File: config.mk
export PLATFORM = sky130hd
export DESIGN_NAME = sdram_arb
export DESIGN_NICKNAME = d
export VERILOG_FILES = /design/src/rtl/sdram_arb_pkg.sv /design/src/rtl/sdram_arb.sv
export SDC_FILE = /design/constraint.sdc
export NUM_CORES = 1
export LEC_CHECK = 0
export CAP_MARGIN = 20
export CORE_MARGIN = 2
export CORE_UTILIZATION = 43
export DETAILED_ROUTE_END_ITERATION = 7
export PLACE_DENSITY_LB_ADDON = 0.15
export SETUP_SLACK_MARGIN = 0.2
export SLEW_MARGIN = 20
export SYNTH_ARGS = -nofsm -noshare
export SYNTH_HDL_FRONTEND = slang
export SYNTH_SLANG_ARGS = --single-unit
export TNS_END_PERCENT = 5
File: constraint.sdc
create_clock -name clk -period 2.6 [get_ports clk]
set_clock_uncertainty 0.05 [all_clocks]
set_input_delay 0.26 -clock clk [delete_from_list [all_inputs] [get_ports clk]]
set_output_delay 0.26 -clock clk [all_outputs]
set_load 0.005 [all_outputs]
File: src/rtl/sdram_arb_pkg.sv
// Shared types and constants for the three-port SDRAM request arbiter.
package sdram_arb_pkg;

  localparam int unsigned ADDR_W           = 23;
  localparam int unsigned BLANK_CYCLES_DEF = 2;

  typedef enum logic [1:0] {
    IDLE  = 2'd0,
    ISSUE = 2'd1,
    WAIT  = 2'd2,
    DONE  = 2'd3
  } arb_state_t;

  typedef enum logic [1:0] {
    LD  = 2'd0,
    CPU = 2'd1,
    VID = 2'd2
  } arb_port_t;

endpackage

File: src/rtl/sdram_arb.sv
// Three-port arbiter (loader / CPU / video) in front of the SDRAM controller.
// Turns level-held client requests into single rd/we strobes, waits for the
// controller's ready, returns read data and pulses a one-cycle ack.
module sdram_arb
  import sdram_arb_pkg::*;
#(
  parameter int unsigned BLANK_CYCLES = BLANK_CYCLES_DEF,
  parameter bit          RR_EN        = 1'b1
) (
  input  logic              clk,
  input  logic              init,

  input  logic              ld_req,
  input  logic [ADDR_W-1:0] ld_addr,
  input  logic [7:0]        ld_din,
  output logic              ld_ack,

  input  logic              cpu_req,
  input  logic              cpu_we,
  input  logic [ADDR_W-1:0] cpu_addr,
  input  logic [7:0]        cpu_din,
  output logic [7:0]        cpu_dout,
  output logic              cpu_ack,

  input  logic              vid_req,
  input  logic [ADDR_W-1:0] vid_addr,
  output logic [15:0]       vid_dout,
  output logic              vid_ack,

  output logic [ADDR_W-1:0] sd_addr,
  output logic [15:0]       sd_din,
  output logic [1:0]        sd_wtbt,
  output logic              sd_we,
  output logic              sd_rd,
  input  logic [15:0]       sd_dout,
  input  logic              sd_ready
);

  // Counter is loaded with BLANK_CYCLES-1 so that ready is first accepted
  // exactly BLANK_CYCLES edges after the strobe rises.
  localparam int unsigned       CNT_W      = (BLANK_CYCLES > 2) ? $clog2(BLANK_CYCLES) : 1;
  localparam logic [CNT_W-1:0]  BLANK_LOAD = CNT_W'(BLANK_CYCLES - 1);

  arb_state_t        state_q;
  arb_port_t         port_q;
  arb_port_t         grant;
  logic              write_q;
  logic              vid_first_q;
  logic [CNT_W-1:0]  blank_q;
  logic [2:0]        req_eff;
  logic              any_req;

  // Fixed loader priority, then CPU/video in the order given by the RR pointer.
  function automatic arb_port_t pick_port(input logic [2:0] req, input logic vid_first);
    arb_port_t p;
    if (req[0])
      p = LD;
    else if (vid_first)
      p = req[2] ? VID : CPU;
    else
      p = req[1] ? CPU : VID;
    return p;
  endfunction

  // A port whose ack is high this cycle still holds req legally; mask it so
  // the same request is not served twice.
  always_comb begin
    req_eff = {vid_req & ~vid_ack, cpu_req & ~cpu_ack, ld_req & ~ld_ack};
    any_req = |req_eff;
    grant   = pick_port(req_eff, vid_first_q);
  end

  // Access sequencer: grant, strobe, blanking/ready wait, ack.
  always_ff @(posedge clk) begin
    if (init) begin
      state_q     <= IDLE;
      port_q      <= LD;
      write_q     <= 1'b0;
      vid_first_q <= 1'b0;
      blank_q     <= '0;
      sd_we       <= 1'b0;
      sd_rd       <= 1'b0;
      sd_addr     <= '0;
      sd_din      <= '0;
      sd_wtbt     <= '0;
      cpu_dout    <= '0;
      vid_dout    <= '0;
      ld_ack      <= 1'b0;
      cpu_ack     <= 1'b0;
      vid_ack     <= 1'b0;
    end else begin
      ld_ack  <= 1'b0;
      cpu_ack <= 1'b0;
      vid_ack <= 1'b0;
      case (state_q)
        IDLE: begin
          if (sd_ready && any_req) begin
            port_q  <= grant;
            sd_wtbt <= '0;
            state_q <= ISSUE;
            case (grant)
              LD: begin
                sd_addr <= ld_addr;
                sd_din  <= {8'h00, ld_din};
                write_q <= 1'b1;
              end
              CPU: begin
                sd_addr <= cpu_addr;
                sd_din  <= {8'h00, cpu_din};
                write_q <= cpu_we;
              end
              default: begin
                sd_addr <= vid_addr;
                sd_din  <= '0;
                write_q <= 1'b0;
              end
            endcase
            if (RR_EN && (grant != LD))
              vid_first_q <= ~vid_first_q;
          end
        end
        ISSUE: begin
          sd_we   <= write_q;
          sd_rd   <= ~write_q;
          blank_q <= BLANK_LOAD;
          state_q <= WAIT;
        end
        WAIT: begin
          if (blank_q != '0) begin
            blank_q <= blank_q - CNT_W'(1);
          end else if (sd_ready) begin
            sd_we <= 1'b0;
            sd_rd <= 1'b0;
            if (!write_q) begin
              if (port_q == CPU) cpu_dout <= sd_dout[7:0];
              if (port_q == VID) vid_dout <= sd_dout;
            end
            state_q <= DONE;
          end
        end
        DONE: begin
          ld_ack  <= (port_q == LD);
          cpu_ack <= (port_q == CPU);
          vid_ack <= (port_q == VID);
          state_q <= IDLE;
        end
        default: state_q <= IDLE;
      endcase
    end
  end

endmodule

==> flow_metrics.py <==
metrics = {
    "outcome": {
        "status": "complete, no violations",
    },
    "power": {
        "cellInternalPower_mw": 2.51,
        "power_leakage_nw": 2.10,
        "irDropWorstVdd_v": 0.000363,
        "sequentialPowerShare_pct": 35.9,
        "comb_power_share_pct": 34.0,
        "power-per-cell-area_mw_per_mm2": 678,
        "share_clk_of_total_power_pct": 30.1,
        "power_switching_share_pct": 30.7,
        "net_switching_power_figure_mw": 1.11,
    },
    "logic_synthesis": {
        "post_synth_instance_area_mm2": 0.00341,
        "postSynth.asyncResetShare_pct": 0,
        "synthesis.instances": 385,
        "yosysSeqAreaShare_pct": 39.3,
        "synth.ff_latch_count": 67,
        "yosysWarningCount": 0,
        "mean_instance_size_in_the_synthesized_netlist_um2": 8.86,
        "leading_register_cell_type_out_of_synthesis": "sky130_fd_sc_hd__dfxtp_1",
        "synth_area_leaders": "sky130_fd_sc_hd__dfxtp_1 39%, sky130_fd_sc_hd__o31ai_2 8.1%, sky130_fd_sc_hd__mux2i_1 7.6%",
        "synthDistinctLibCells": 39,
        "post-synth-top-count-cell": "sky130_fd_sc_hd__dfxtp_1",
        "post_synth_edffs": 0,
        "top_cells_by_count_synth": "67 x sky130_fd_sc_hd__dfxtp_1, 61 x sky130_fd_sc_hd__nor2_1, 47 x sky130_fd_sc_hd__nor3_1",
        "netlist.top_cell.by_area": "sky130_fd_sc_hd__dfxtp_1",
        "yosysTopAreaCellShare_pct": 39.3,
    },
    "cells_and_area": {
        "multi_input_area_mm2": 0.00186,
        "num-fill-cells": 629,
        "synthToLayoutAreaGrowth_pct": 56.7,
        "layout-drive-gt1-share_pct": 9.63,
        "antenna-diode-count": 0,
        "finish.net_count": 647,
        "final_core_util_pct": 69.5,
        "sequential_cell_area_mm2": 0.00134,
    },
    "hold_path": {
        "hold_class": "in -> reg",
    },
    "sta": {
        "slew_viol_final": 0,
        "rsz0062_at_grt": "false",
        "finalCritPeriodShare_pct": 74.5,
        "report.final.hold_viol_count": 0,
        "max_freq_ghz": 0.516,
        "relSlewSlack_pct": 58.5,
        "max_slew.worst_pin.slew_ns": 0.622,
        "final_setup_violations": 0,
        "setup-tns-final_ns": 0,
        "final.min_clock_period_ns": 1.94,
    },
    "global_routing": {
        "wire_length_of_the_first_global_routing_pass_um": 16600,
        "grt-ovfl-total": 0,
        "globalRouteTotalUtil_pct": 23.5,
        "first_global_vias": 3529,
        "antenna_found_initial": 0,
        "grt_start_max_net_pins": 74,
    },
    "routing": {
        "dr.pass1.iters": 4,
        "vias_per_cell": 5.35,
        "drtAntennaViolNets": 0,
        "routed_wire_length_per_instance_um": 15.6,
        "routed-via-count": 3435,
        "final_wl_um": 9990,
        "drcViolationCount": 0,
        "first_iter_violations": 138,
    },
    "floorplanning": {
        "num_io_pins": 178,
        "die_w_um": 93.0,
        "die_ar_mm2": 0.00866,
        "core_region_area_mm2": 0.00769,
        "placement_rows": 32,
        "vertical_die_dimension_um": 93.0,
        "initial_core_utilization_pct": 44.4,
    },
    "clock_network": {
        "cts.clk_slew.worst_paths_ns": 0.08,
        "cts_max_level": 3,
        "clock_tree_from_tritoncts": "yes",
        "worst_skew_pair.late_latency_ns": 0.34,
        "cts_hold_repair.buffers": 0,
        "tritoncts.num_buffers": 9,
        "clock_sinks": 67,
        "cts_setup_buffers": 0,
        "clock-root-buffer": "sky130_fd_sc_hd__clkbuf_8",
        "cts_max_path_buffers": 2,
        "cts-resized-gates": 0,
    },
    "place": {
        "hpwlAfterDp_um": 6840,
        "placement.io_buffers": 167,
        "globalplace.congestion": 0.744,
    },
    "flow_run": {
        "max_cap_violations": 0,
    },
    "setup_path": {
        "worst-setup-path-type": "reg -> reg",
        "type_of_origin_of_the_critical_path": "flop",
        "endpoint_kind": "flop",
        "maximum_fanout_along_the_worst_path": 49,
        "cp.arrival_ns": 2.14,
        "timing.critical_path.required_ns": 2.80,
    },
}
-- worst paths after layout --
kind | to | slack, ns | cells after the start | start
worst max-delay path | sd_addr[7]$_SDFFE_PP0P_ | 0.66 | 6 | state_q[0]$_SDFFE_PP0P_
worst max register to register | sd_addr[7]$_SDFFE_PP0P_ | 0.66 | 6 | state_q[0]$_SDFFE_PP0P_
worst min register to register | sd_addr[0]$_SDFFE_PP0P_ | 0.44 | 2 | sd_addr[0]$_SDFFE_PP0P_
worst min-delay path | vid_dout[1]$_SDFFE_PP0P_ | 0.38 | 2 | init
-- worst max-delay path, stage by stage, from the launching register on --
cell and delay [ns]:
sky130_fd_sc_hd__dfxtp_1 0.32, sky130_fd_sc_hd__inv_1 0.11, sky130_fd_sc_hd__ha_1 0.21, sky130_fd_sc_hd__nand2_1 0.14, sky130_fd_sc_hd__a31o_4 0.41, sky130_fd_sc_hd__or3_1 0.42
sky130_fd_sc_hd__o31ai_2 0.19
-- cell type report --
cell class | instances | share of cell area [%]
inverters | 4 | 0.281
well taps | 102 | 2.39
clock inverters | 7 | 2.32
repair buffers | 174 | 32.7
clock buffers | 9 | 2.32
multi-input cells | 279 | 34.9
flip-flops and latches | 67 | 25.1
-- per-layer routing --
metal  GRT usage [%]  vias to the layer above  wire length (um)
met1            28.8                     1617              4290
met3            5.96                       21               840
li1                -                     1660                 -
met4            9.44                        0               268
met2            39.3                      137              4590
met5               0                        -                 0
-- sequential cells by signal (all words and copies together) (netlist names) --
name and flops:
sd_addr 23, vid_dout 16, cpu_dout 8, sd_din 8, port_q 2, state_q 2, blank_q 1, cpu_ack 1
ld_ack 1, sd_rd 1, sd_we 1, vid_ack 1, vid_first_q 1, write_q 1
-- power groups by stage --
stage / logic [mW] / clock network [mW] / registers [mW]
floorplan: 0.673 / 0 / 1.32
global placement: 1.20 / 0 / 1.31
detailed placement: 1.22 / 0 / 1.32
CTS: 1.23 / 1.11 / 1.30
global route: 1.36 / 1.14 / 1.32
finish: 1.23 / 1.09 / 1.30
-- cell usage in the layout, fill, tap and decap left out, drive strengths merged, types with 6 or more instances in the layout --
cell and count:
nor3 47, clkdlybuf4s50 166, clkbuf 9, inv 6
mux2i 26, nand2 10, nand3 9, conb 10
dfxtp 67, nand3b 25, nor2 61, buf 8
or3 23, a311oi 8, o31ai 24
-- kinds of logic (layout without fill, tap and decap cells) --
| family | after synthesis | after routing | share of synthesized area (%) |
|---|---|---|---|
| and+or+nand+nor | 190 | 190 | 29.4 |
| DFF | 67 | 67 | 39.3 |
| AOI/OAI and AO/OA | 48 | 48 | 14.1 |
| buffers and inverters | 48 | 194 | 7.71 |
| muxes | 26 | 26 | 7.63 |
| adders and majority gates | 4 | 4 | 1.47 |
| other | 1 | 10 | 0.110 |
| xor gates and xnor gates | 1 | 1 | 0.257 |
-- stage by stage --
| step | instances | power [mW] | worst slack [ns] | instance area (um2) | hold WS, ns |
|---|---|---|---|---|---|
| 2_1_floorplan | 394 | 1.99 | 0.894 | 3440 | 0.354 |
| 3_3_place_gp | 626 | 2.51 | 0.489 | 5090 | 0.423 |
| 3_5_place_dp | 626 | 2.55 | 0.461 | 5090 | 0.434 |
| 4_1_cts | 642 | 3.64 | 0.652 | 5340 | 0.429 |
| 5_1_grt | 642 | 3.82 | 0.502 | 5340 | 0.416 |
| 6_report | 642 | 3.62 | 0.662 | 5340 | 0.379 |
(Power assumes the default switching activity.)
